--- src/rtl/pc_run_pkg.sv ---
// ----------------------------------------------------------------------------
// pc_run_pkg
// Shared encodings for the PC run controller:
//   state_e  - controller state as seen on o_state
//   cmd_e    - host command opcodes on i_cmd_op
//   cause_e  - reason the core last stopped, as seen on o_halt_cause
//   EBREAK_ENC - RV32 EBREAK instruction word
// ----------------------------------------------------------------------------
package pc_run_pkg;

    typedef enum logic [1:0] {
        ST_IDLE   = 2'b00,
        ST_RUN    = 2'b01,
        ST_STEP   = 2'b10,
        ST_HALTED = 2'b11
    } state_e;

    typedef enum logic [1:0] {
        CMD_NOP  = 2'b00,
        CMD_RUN  = 2'b01,
        CMD_STEP = 2'b10,
        CMD_HALT = 2'b11
    } cmd_e;

    typedef enum logic [2:0] {
        CAUSE_NONE       = 3'd0,
        CAUSE_HOST       = 3'd1,
        CAUSE_BREAKPOINT = 3'd2,
        CAUSE_EBREAK     = 3'd3,
        CAUSE_STEP_DONE  = 3'd4
    } cause_e;

    localparam logic [31:0] EBREAK_ENC = 32'h0010_0073;

endpackage

--- src/rtl/pc_stop_detect.sv ---
// ----------------------------------------------------------------------------
// pc_stop_detect
// Combinational stop detection for the run controller. Flags a stop when the
// current PC hits the enabled breakpoint or the current instruction is EBREAK,
// unless the skip mask is set (used to step over the instruction that caused
// the previous stop).
// Ports:
//   i_pc, i_instr   current core PC and instruction word
//   i_bp_en         breakpoint enable
//   i_bp_addr       breakpoint address
//   i_skip          mask: forces o_stop low
//   o_stop          stop condition for this cycle
//   o_cause         EBREAK if the instruction matches, else BREAKPOINT
// ----------------------------------------------------------------------------
module pc_stop_detect
    import pc_run_pkg::*;
#(
    parameter int XLEN = 32
) (
    input  logic [XLEN-1:0] i_pc,
    input  logic [XLEN-1:0] i_instr,
    input  logic            i_bp_en,
    input  logic [XLEN-1:0] i_bp_addr,
    input  logic            i_skip,
    output logic            o_stop,
    output logic [2:0]      o_cause
);

    logic w_bp_hit;
    logic w_ebreak_hit;

    assign w_bp_hit     = i_bp_en && (i_pc == i_bp_addr);
    assign w_ebreak_hit = (i_instr == XLEN'(EBREAK_ENC));
    assign o_stop       = !i_skip && (w_bp_hit || w_ebreak_hit);
    // EBREAK wins when both hit at once.
    assign o_cause      = w_ebreak_hit ? CAUSE_EBREAK : CAUSE_BREAKPOINT;

endmodule

--- src/rtl/pc_run_controller.sv ---
// ----------------------------------------------------------------------------
// pc_run_controller
// Sequences a single-cycle RISC-V core through its PC/commit enable. Host
// commands RUN / STEP N / HALT move the controller between IDLE, RUN, STEP and
// HALTED; a breakpoint or EBREAK stops the core before that instruction
// commits. Retired instructions are counted and the stop reason is reported.
// Ports:
//   i_clk, i_reset          clock, async active-low reset
//   i_cmd_valid, i_cmd_op   host command strobe / opcode
//   i_step_count            STEP count (0 behaves as 1)
//   o_cmd_ready             high whenever out of reset
//   i_pc, i_instr           observed core PC and instruction
//   i_bp_en, i_bp_addr      PC breakpoint
//   o_PCen                  core PC/commit enable (combinational)
//   o_state, o_halt_cause   controller state and last stop reason
//   o_retired               committed instruction count (wraps)
// ----------------------------------------------------------------------------
module pc_run_controller
    import pc_run_pkg::*;
#(
    parameter int XLEN   = 32,
    parameter int STEP_W = 16,
    parameter int CNT_W  = 32
) (
    input  logic              i_clk,
    input  logic              i_reset,
    input  logic              i_cmd_valid,
    input  logic [1:0]        i_cmd_op,
    input  logic [STEP_W-1:0] i_step_count,
    output logic              o_cmd_ready,
    input  logic [XLEN-1:0]   i_pc,
    input  logic [XLEN-1:0]   i_instr,
    input  logic              i_bp_en,
    input  logic [XLEN-1:0]   i_bp_addr,
    output logic              o_PCen,
    output logic [1:0]        o_state,
    output logic [2:0]        o_halt_cause,
    output logic [CNT_W-1:0]  o_retired
);

    state_e            r_state;
    cause_e            r_cause;
    logic [STEP_W-1:0] r_remaining;
    logic              r_skip;
    logic [CNT_W-1:0]  r_retired;

    logic              w_stop;
    logic [2:0]        w_stop_cause;
    logic              w_running;
    logic              w_pcen;
    cmd_e              w_cmd;

    pc_stop_detect #(
        .XLEN (XLEN)
    ) u_stop_detect (
        .i_pc      (i_pc),
        .i_instr   (i_instr),
        .i_bp_en   (i_bp_en),
        .i_bp_addr (i_bp_addr),
        .i_skip    (r_skip),
        .o_stop    (w_stop),
        .o_cause   (w_stop_cause)
    );

    assign w_cmd     = cmd_e'(i_cmd_op);
    assign w_running = (r_state == ST_RUN) || (r_state == ST_STEP);
    // A stopping instruction never gets its commit enable.
    assign w_pcen    = w_running && !w_stop;

    always_ff @(posedge i_clk or negedge i_reset) begin
        if (!i_reset) begin
            r_state     <= ST_IDLE;
            r_cause     <= CAUSE_NONE;
            r_remaining <= '0;
            r_skip      <= 1'b0;
            r_retired   <= '0;
        end else begin
            // Commit bookkeeping: one retire per enabled cycle; the skip mask
            // only covers the first instruction after a stop.
            if (w_pcen) begin
                r_retired <= r_retired + CNT_W'(1);
                r_skip    <= 1'b0;
            end

            case (r_state)
                ST_IDLE, ST_HALTED: begin
                    if (i_cmd_valid && w_cmd == CMD_RUN) begin
                        r_state <= ST_RUN;
                        r_cause <= CAUSE_NONE;
                    end else if (i_cmd_valid && w_cmd == CMD_STEP) begin
                        r_state     <= ST_STEP;
                        r_cause     <= CAUSE_NONE;
                        r_remaining <= (i_step_count == '0) ? STEP_W'(1) : i_step_count;
                    end
                end
                default: begin
                    // stop implies !w_pcen, so the skip set here never
                    // collides with the clear above.
                    if (w_stop) begin
                        r_state <= ST_HALTED;
                        r_cause <= cause_e'(w_stop_cause);
                        r_skip  <= 1'b1;
                    end else if (i_cmd_valid && w_cmd == CMD_HALT) begin
                        r_state <= ST_HALTED;
                        r_cause <= CAUSE_HOST;
                    end else if (r_state == ST_STEP) begin
                        if (r_remaining == STEP_W'(1)) begin
                            r_state <= ST_HALTED;
                            r_cause <= CAUSE_STEP_DONE;
                        end else begin
                            r_remaining <= r_remaining - STEP_W'(1);
                        end
                    end
                end
            endcase
        end
    end

    assign o_cmd_ready  = i_reset;
    assign o_PCen       = w_pcen;
    assign o_state      = r_state;
    assign o_halt_cause = r_cause;
    assign o_retired    = r_retired;

endmodule

--- config.mk ---
export PLATFORM = sky130hd
export DESIGN_NAME = pc_run_controller
export DESIGN_NICKNAME = d
export VERILOG_FILES = /design/src/rtl/pc_run_pkg.sv /design/src/rtl/pc_stop_detect.sv /design/src/rtl/pc_run_controller.sv
export SDC_FILE = /design/constraint.sdc
export NUM_CORES = 1
export LEC_CHECK = 0
export BUFFER_PORTS_ARGS = -buffer_cell sky130_fd_sc_hd__buf_2
export CAP_MARGIN = 20
export CORE_MARGIN = 2
export CORE_UTILIZATION = 30
export CTS_BUF_LIST = sky130_fd_sc_hd__clkbuf_16
export DETAILED_ROUTE_END_ITERATION = 7
export GPL_TIMING_DRIVEN = 0
export HOLD_SLACK_MARGIN = 0.02
export MAX_ROUTING_LAYER = met4
export PLACE_DENSITY = 0.58
export SLEW_MARGIN = 20
export SYNTH_ARGS = -nofsm -noshare
export SYNTH_HDL_FRONTEND = slang
export SYNTH_SLANG_ARGS = --single-unit
--- constraint.sdc ---
create_clock -name i_clk -period 2.3 [get_ports i_clk]
set_input_delay 0.115 -clock i_clk [delete_from_list [all_inputs] [get_ports i_clk]]
set_output_delay 0.115 -clock i_clk [all_outputs]
set_load 0.1 [all_outputs]
**Word level (Yosys, flattened, before mapping)**

Cells that the tools add are included.

- Bits in registers: 54
- Output and inout bits: 39
- Word-level logic and storage cells: 66

- Add/subtract/negate cells: 2
- Eq/ne operators: 15
- Muxes and demuxes: 26
- Reductions and logical operators: 18

Operators by type and width:

| operator | number |
|---|---|
| $mux W16 | 8 |
| $add A32 B1 Y32 const B | 1 |
| $eq A32 B21 Y1 const B | 1 |
| $eq A32 B32 Y1 | 1 |
| $mux W3 | 7 |
| $eq A16 B1 Y1 const B | 1 |
| $logic_not A16 Y1 | 1 |
| $sub A16 B1 Y16 const B | 1 |
| $mux W2 | 7 |
| $eq A2 B2 Y1 const B | 4 |
| $reduce_bool A4 Y1 | 2 |
| $logic_and A1 B1 Y1 | 6 |
| $ne A2 B1 Y1 const B | 3 |
| $reduce_and A6 Y1 | 1 |
| $eq A2 B1 Y1 const B | 2 |
| $mux W1 | 4 |
| $ne A2 B2 Y1 const B | 2 |
| $ne A3 B3 Y1 const B | 1 |
| $reduce_and A3 Y1 | 1 |
| $logic_not A1 Y1 | 2 |
| $logic_not A2 Y1 | 1 |
| $logic_or A1 B1 Y1 | 2 |
| $reduce_bool A2 Y1 | 1 |
| $reduce_or A2 Y1 | 1 |

**Logic depth before layout (Yosys ltp)**

- Depth in word-level cells: 9
- Mapped depth: 10
- Depth with buffers taken out: 8

**Cells and area by module**

From an unflattened synthesis, not the netlist that was laid out.

- Cells, all modules: 363
- Area, all modules: 3468.3 µm²

By module, submodules not included:

| module | instances | cells an instance | area each (µm²) | seq. area each (µm²) |
|---|---|---|---|---|
| pc_run_controller | 1 | 301 | 2987.9 | 1351.3 |
| pc_stop_detect | 1 | 62 | 480.5 | 0.0 |

**Worst setup path after synthesis**

Ideal clock, no wire load.

- Kind: reg2reg
- Start point: reg r_state[0] (netlist: o_state[0])
- End point: reg r_remaining[13]
- Data arrival time: 2719 ps
- Required time: 2218 ps
- Setup slack: -501 ps
- Cell stages (with the launch flop): 9
- Path buffers: 2
- Period minus slack after synthesis: 2801 ps
- Cell sequence: dfrtp_1 -> inv_1 -> ha_1 -> buf_2 -> a311oi_2 -> buf_4 -> nand2_2 -> o31a_1 -> a31oi_1

- Word-level cells in the longest chain between the ends: 4
- Elaborated cells between the ends (all ways): 12
- Classes of those cells: eq/ne (7); mux (1); reduce/logical (4)

Ends and longest elaborated chain:

| what | line | RTL |
|---|---|---|
| from (decl) | pc_run_controller.sv:41 | `state_e r_state;` |
| from (signal assigned) | pc_run_controller.sv:72 | `r_state <= ST_IDLE;` |
| from (signal assigned) | pc_run_controller.sv:88 | `r_state <= ST_RUN;` |
| from (signal assigned) | pc_run_controller.sv:91 | `r_state <= ST_STEP;` |
| $eq A2 B2 Y1 / $logic_not A2 Y1 (equally long branches) | pc_run_controller.sv:85 | `case (r_state)` |
| $reduce_or A2 Y1 | pc_run_controller.sv:85 |  |
| $ne A2 B1 Y1 (no line), or another cell as far along | n/a |  |
| $reduce_and A6 Y1 (no line) | n/a |  |
| to (signal assigned) | pc_run_controller.sv:93 | `r_remaining <= (i_step_count == '0) ? STEP_W'(1) : i_step_count;` |
| to (signal assigned) | pc_run_controller.sv:111 | `r_remaining <= r_remaining - STEP_W'(1);` |
| to (decl) | pc_run_controller.sv:43 | `logic [STEP_W-1:0] r_remaining;` |

Parallel ways exist; a longest one is shown, timed or not.
A chain may end at the register's enable or synchronous reset.

**Worst setup path after layout**

- Start point: reg r_state[1] (netlist: o_state[1])
- End point: reg r_remaining[11]

Same word-level chain as after synthesis.

==> results.sh <==
export IMPL_first_pass_iters=7
export IMPL_end_kind="register"
export IMPL_p_per_area_nw_per_um2=1090
export IMPL_cts_sinks=54
export IMPL_detail_route_wl_per_cell_um=14.1
export IMPL_worst_hold_slack_ps=79.5
export IMPL_nets=654
export IMPL_crit_path_start_kind="register"
export IMPL_grt_pass1_vias=3311
export IMPL_grt_start_max_net_pins=56
export IMPL_synth_area_leaders="dfrtp_1 (39%), xnor2_1 (11%), xor2_1 (5.6%)"
export IMPL_synth_avg_cell_area_um2=9.43
export IMPL_seqPwrFrac=0.289
export IMPL_worst_slew_pin_slew_ps=739
export IMPL_ys_types=63
export IMPL_core_um2=11300
export IMPL_yosysMostFrequentCell="dfrtp_1"
export IMPL_reg2reg_depth=8
export IMPL_vias=3421
export IMPL_timing_rr_start="o_state[1]"
export IMPL_worst_setup_path_type="reg -> reg"
export IMPL_rr_endpoint="r_remaining[11]"
export IMPL_met1_length_mm=4.23
export IMPL_rsz0062_at_grt="false"
export IMPL_required_ps=2480
export IMPL_syn_area_um2=3460
export IMPL_setup_slack_ps=65.3
export IMPL_reg2reg_slack_ps=70
export IMPL_totalWireLength_mm=9.54
export IMPL_yosys_area_top_type="dfrtp_1"
export IMPL_rows=39
export IMPL_async_flop_share=1.00
export IMPL_portBuffers=156
export IMPL_synth_compound_area_frac=0.142
export IMPL_synth_seq_area_share=0.390
export IMPL_synth_top_family_by_area="simple AND/OR/NAND/NOR gates"
export IMPL_synth_edf_count=0
export IMPL_synth_xor_area_frac=0.162
export IMPL_antenna_found_initial=0
export IMPL_ys_warn_count=0
export IMPL_fmax_mhz=447
export IMPL_ys_ff_latch=54
export IMPL_clk_pin_slew_worst_paths_ps=70
export IMPL_syn2layout_area_growth_pct=34.9
export IMPL_htree_levels=2
export IMPL_p_comb_frac=0.561
export IMPL_setup_viol=0
export IMPL_switching_share=0.503
export IMPL_wl_met3_um=528
export IMPL_diodes=0
export IMPL_cp_startpoint="o_state[1]"
export IMPL_cts_tree="yes"
export IMPL_synthFlopType="dfrtp_1"
export IMPL_postLayoutCoreUtil=0.413
export IMPL_clkPwrFrac=0.151
export IMPL_peakVddDrop_mv=0.955
export IMPL_arrival_ps=2410
export IMPL_cts_root_buf="clkbuf_16"
export IMPL_dieArea_um2=12400
export IMPL_synth_simple_area_share=0.252
export IMPL_ios=157
export IMPL_antenna_left=0
export IMPL_highest_layer="met4"
export IMPL_hold_path_class="in -> reg"
export IMPL_drt_iter0_markers=172
export IMPL_cts_buffers=5
export IMPL_synth_top_cell_area_share=0.390
export IMPL_die_height_um=111
export IMPL_hold_violations=0
export IMPL_drv_cap=0
export IMPL_grt_pass1_wl_mm=15.8
export IMPL_yosys_top_cells_count="dfrtp_1 (54), xnor2_1 (42), nand2_1 (37)"
export IMPL_grtUsageTotal=0.157
export IMPL_die_w_um=111
export IMPL_cp_max_fo=10
export IMPL_min_period_ps=2230
export IMPL_drive_gt1_frac=0.392
export IMPL_drc=0
export IMPL_synth_adder_area_share=0.0145
export IMPL_syn_nets=489
export IMPL_routabilityCongestion=0.887
export IMPL_outcome="complete, no violations"
export IMPL_grt_overflow_total=0
export IMPL_endpoint="r_remaining[11]"
export IMPL_synthCells=367
export IMPL_slew_headroom=0.507
export IMPL_muxShareOfSynthArea=0.00614
export IMPL_place_ws_ps=-165
export IMPL_slew_viol_final=0
export IMPL_via_per_inst=5.06
export IMPL_initial_utilization=0.306
export IMPL_fin_worst_skew_ps=2.81
export IMPL_switchingPower_w=0.00257
export IMPL_intPower_w=0.00254
export IMPL_p_leak_nw=2.23
export IMPL_period_share=0.972
export IMPL_clk_path_buf_depth=2
export IMPL_route_met2_wl_mm=4.68
export IMPL_clk_latency_ps=290
export IMPL_dp_hpwl_mm=7.40
-- metrics by stage --
step | setup TNS, ps | total power [W] | area (um^2) | cells
final | 0 | 0.00511 | 4670 | 676
after global routing | 0 | 0.00544 | 4670 | 676
after CTS | 0 | 0.00511 | 4650 | 676
after detailed placement | -552 | 0.00430 | 4480 | 666
after global placement | -562 | 0.00427 | 4480 | 666
after floorplan | 0 | 0.00361 | 3520 | 367
-- worst max-delay path: stages, from the launching register on --
cell,delay [ps]
dfrtp_4,510
ha_4,280
buf_6,120
nor2_1,80
a22o_4,270
a31o_4,220
nand2b_4,140
buf_6,140
a221o_1,350
-- cells by family (layout without fill, tap and decap cells) --
logic type,count (synthesis),in the layout
and+or+nand+nor,153,153
DFF,54,54
muxes,2,2
xor gates and xnor gates,64,64
buffers and inverters,25,191
adders and majority gates,4,4
AOI/OAI and AO/OA,65,65
-- layout by cell type, fill, tap and decap left out, types with 4 or more instances in the layout --
cell,instances
dfrtp_1,41
clkbuf_16,5
o311ai_0,4
clkbuf_1,4
xnor2_1,42
xor2_1,22
and4_1,4
nor3_2,4
nand2_1,37
buf_2,157
nor4_1,13
nor2_1,28
nand3_1,10
buf_4,5
and3_1,7
nor3_1,9
dfrtp_4,6
a21oi_1,12
a21o_1,5
inv_1,12
dfrtp_2,7
o21ai_0,13
and2_1,8
nand4_1,12
-- state kept, by name (all words and copies together), names as in the netlist --
name          count
o_halt_cause      3
r_remaining      16
o_retired        32
o_state           2
r_skip            1
-- how the worst min path moves through the flow --
| stage | from | to | slack, ps | cells after the start |
|---|---|---|---|---|
| 2_1_floorplan | i_reset | o_halt_cause[0] | -180 | 0 |
| 3_3_place_gp | i_step_count[5] | r_remaining[5] | 390 | 3 |
| 3_5_place_dp | i_reset | o_retired[6] | 230 | 1 |
| 4_1_cts | i_step_count[5] | r_remaining[5] | 70 | 3 |
| 5_1_grt | i_step_count[12] | r_remaining[12] | 90 | 3 |
| 6_report | i_step_count[7] | r_remaining[7] | 80 | 3 |
-- final cells by class --
type | count | area (um^2)
multi-input cells | 288 | 2030
repair buffers | 158 | 803
well taps | 143 | 179
clock inverters | 3 | 21.3
plain buffers | 12 | 78.8
flip-flops and latches | 54 | 1380
fillers | 1107 | 6650
clock buffers | 5 | 125
inverters | 13 | 51.3
-- layer usage --
layer | vias to the layer above | GRT usage
met3 | 11 | 0.0299
met4 | 0 | 0.0288
met5 | - | -
met2 | 127 | 0.265
li1 | 1665 | -
met1 | 1618 | 0.201
-- power by group through the flow --
stage / Sequential [W] / Combinational (W) / Clock [W]
after floorplan: 0.00202 / 0.00159 / 0
after global placement: 0.00146 / 0.00281 / 0
after detailed placement: 0.00147 / 0.00283 / 0
after CTS: 0.00145 / 0.00285 / 0.000800
after global routing: 0.00151 / 0.00310 / 0.000830
final: 0.00147 / 0.00286 / 0.000769
-- what timing repair did --
| action | in CTS | in global routing |
|---|---|---|
| buffers inserted | 1 | 0 |
| hold buffers | 1 | 0 |
| setup endpoints to repair | 11 | 11 |
| endpoints found under the hold margin | 54 | 0 |
| pin swaps | 1 | 0 |
| gates resized for setup | 3 | 4 |
No activity file was read; power rests on OpenSTA's default activity.
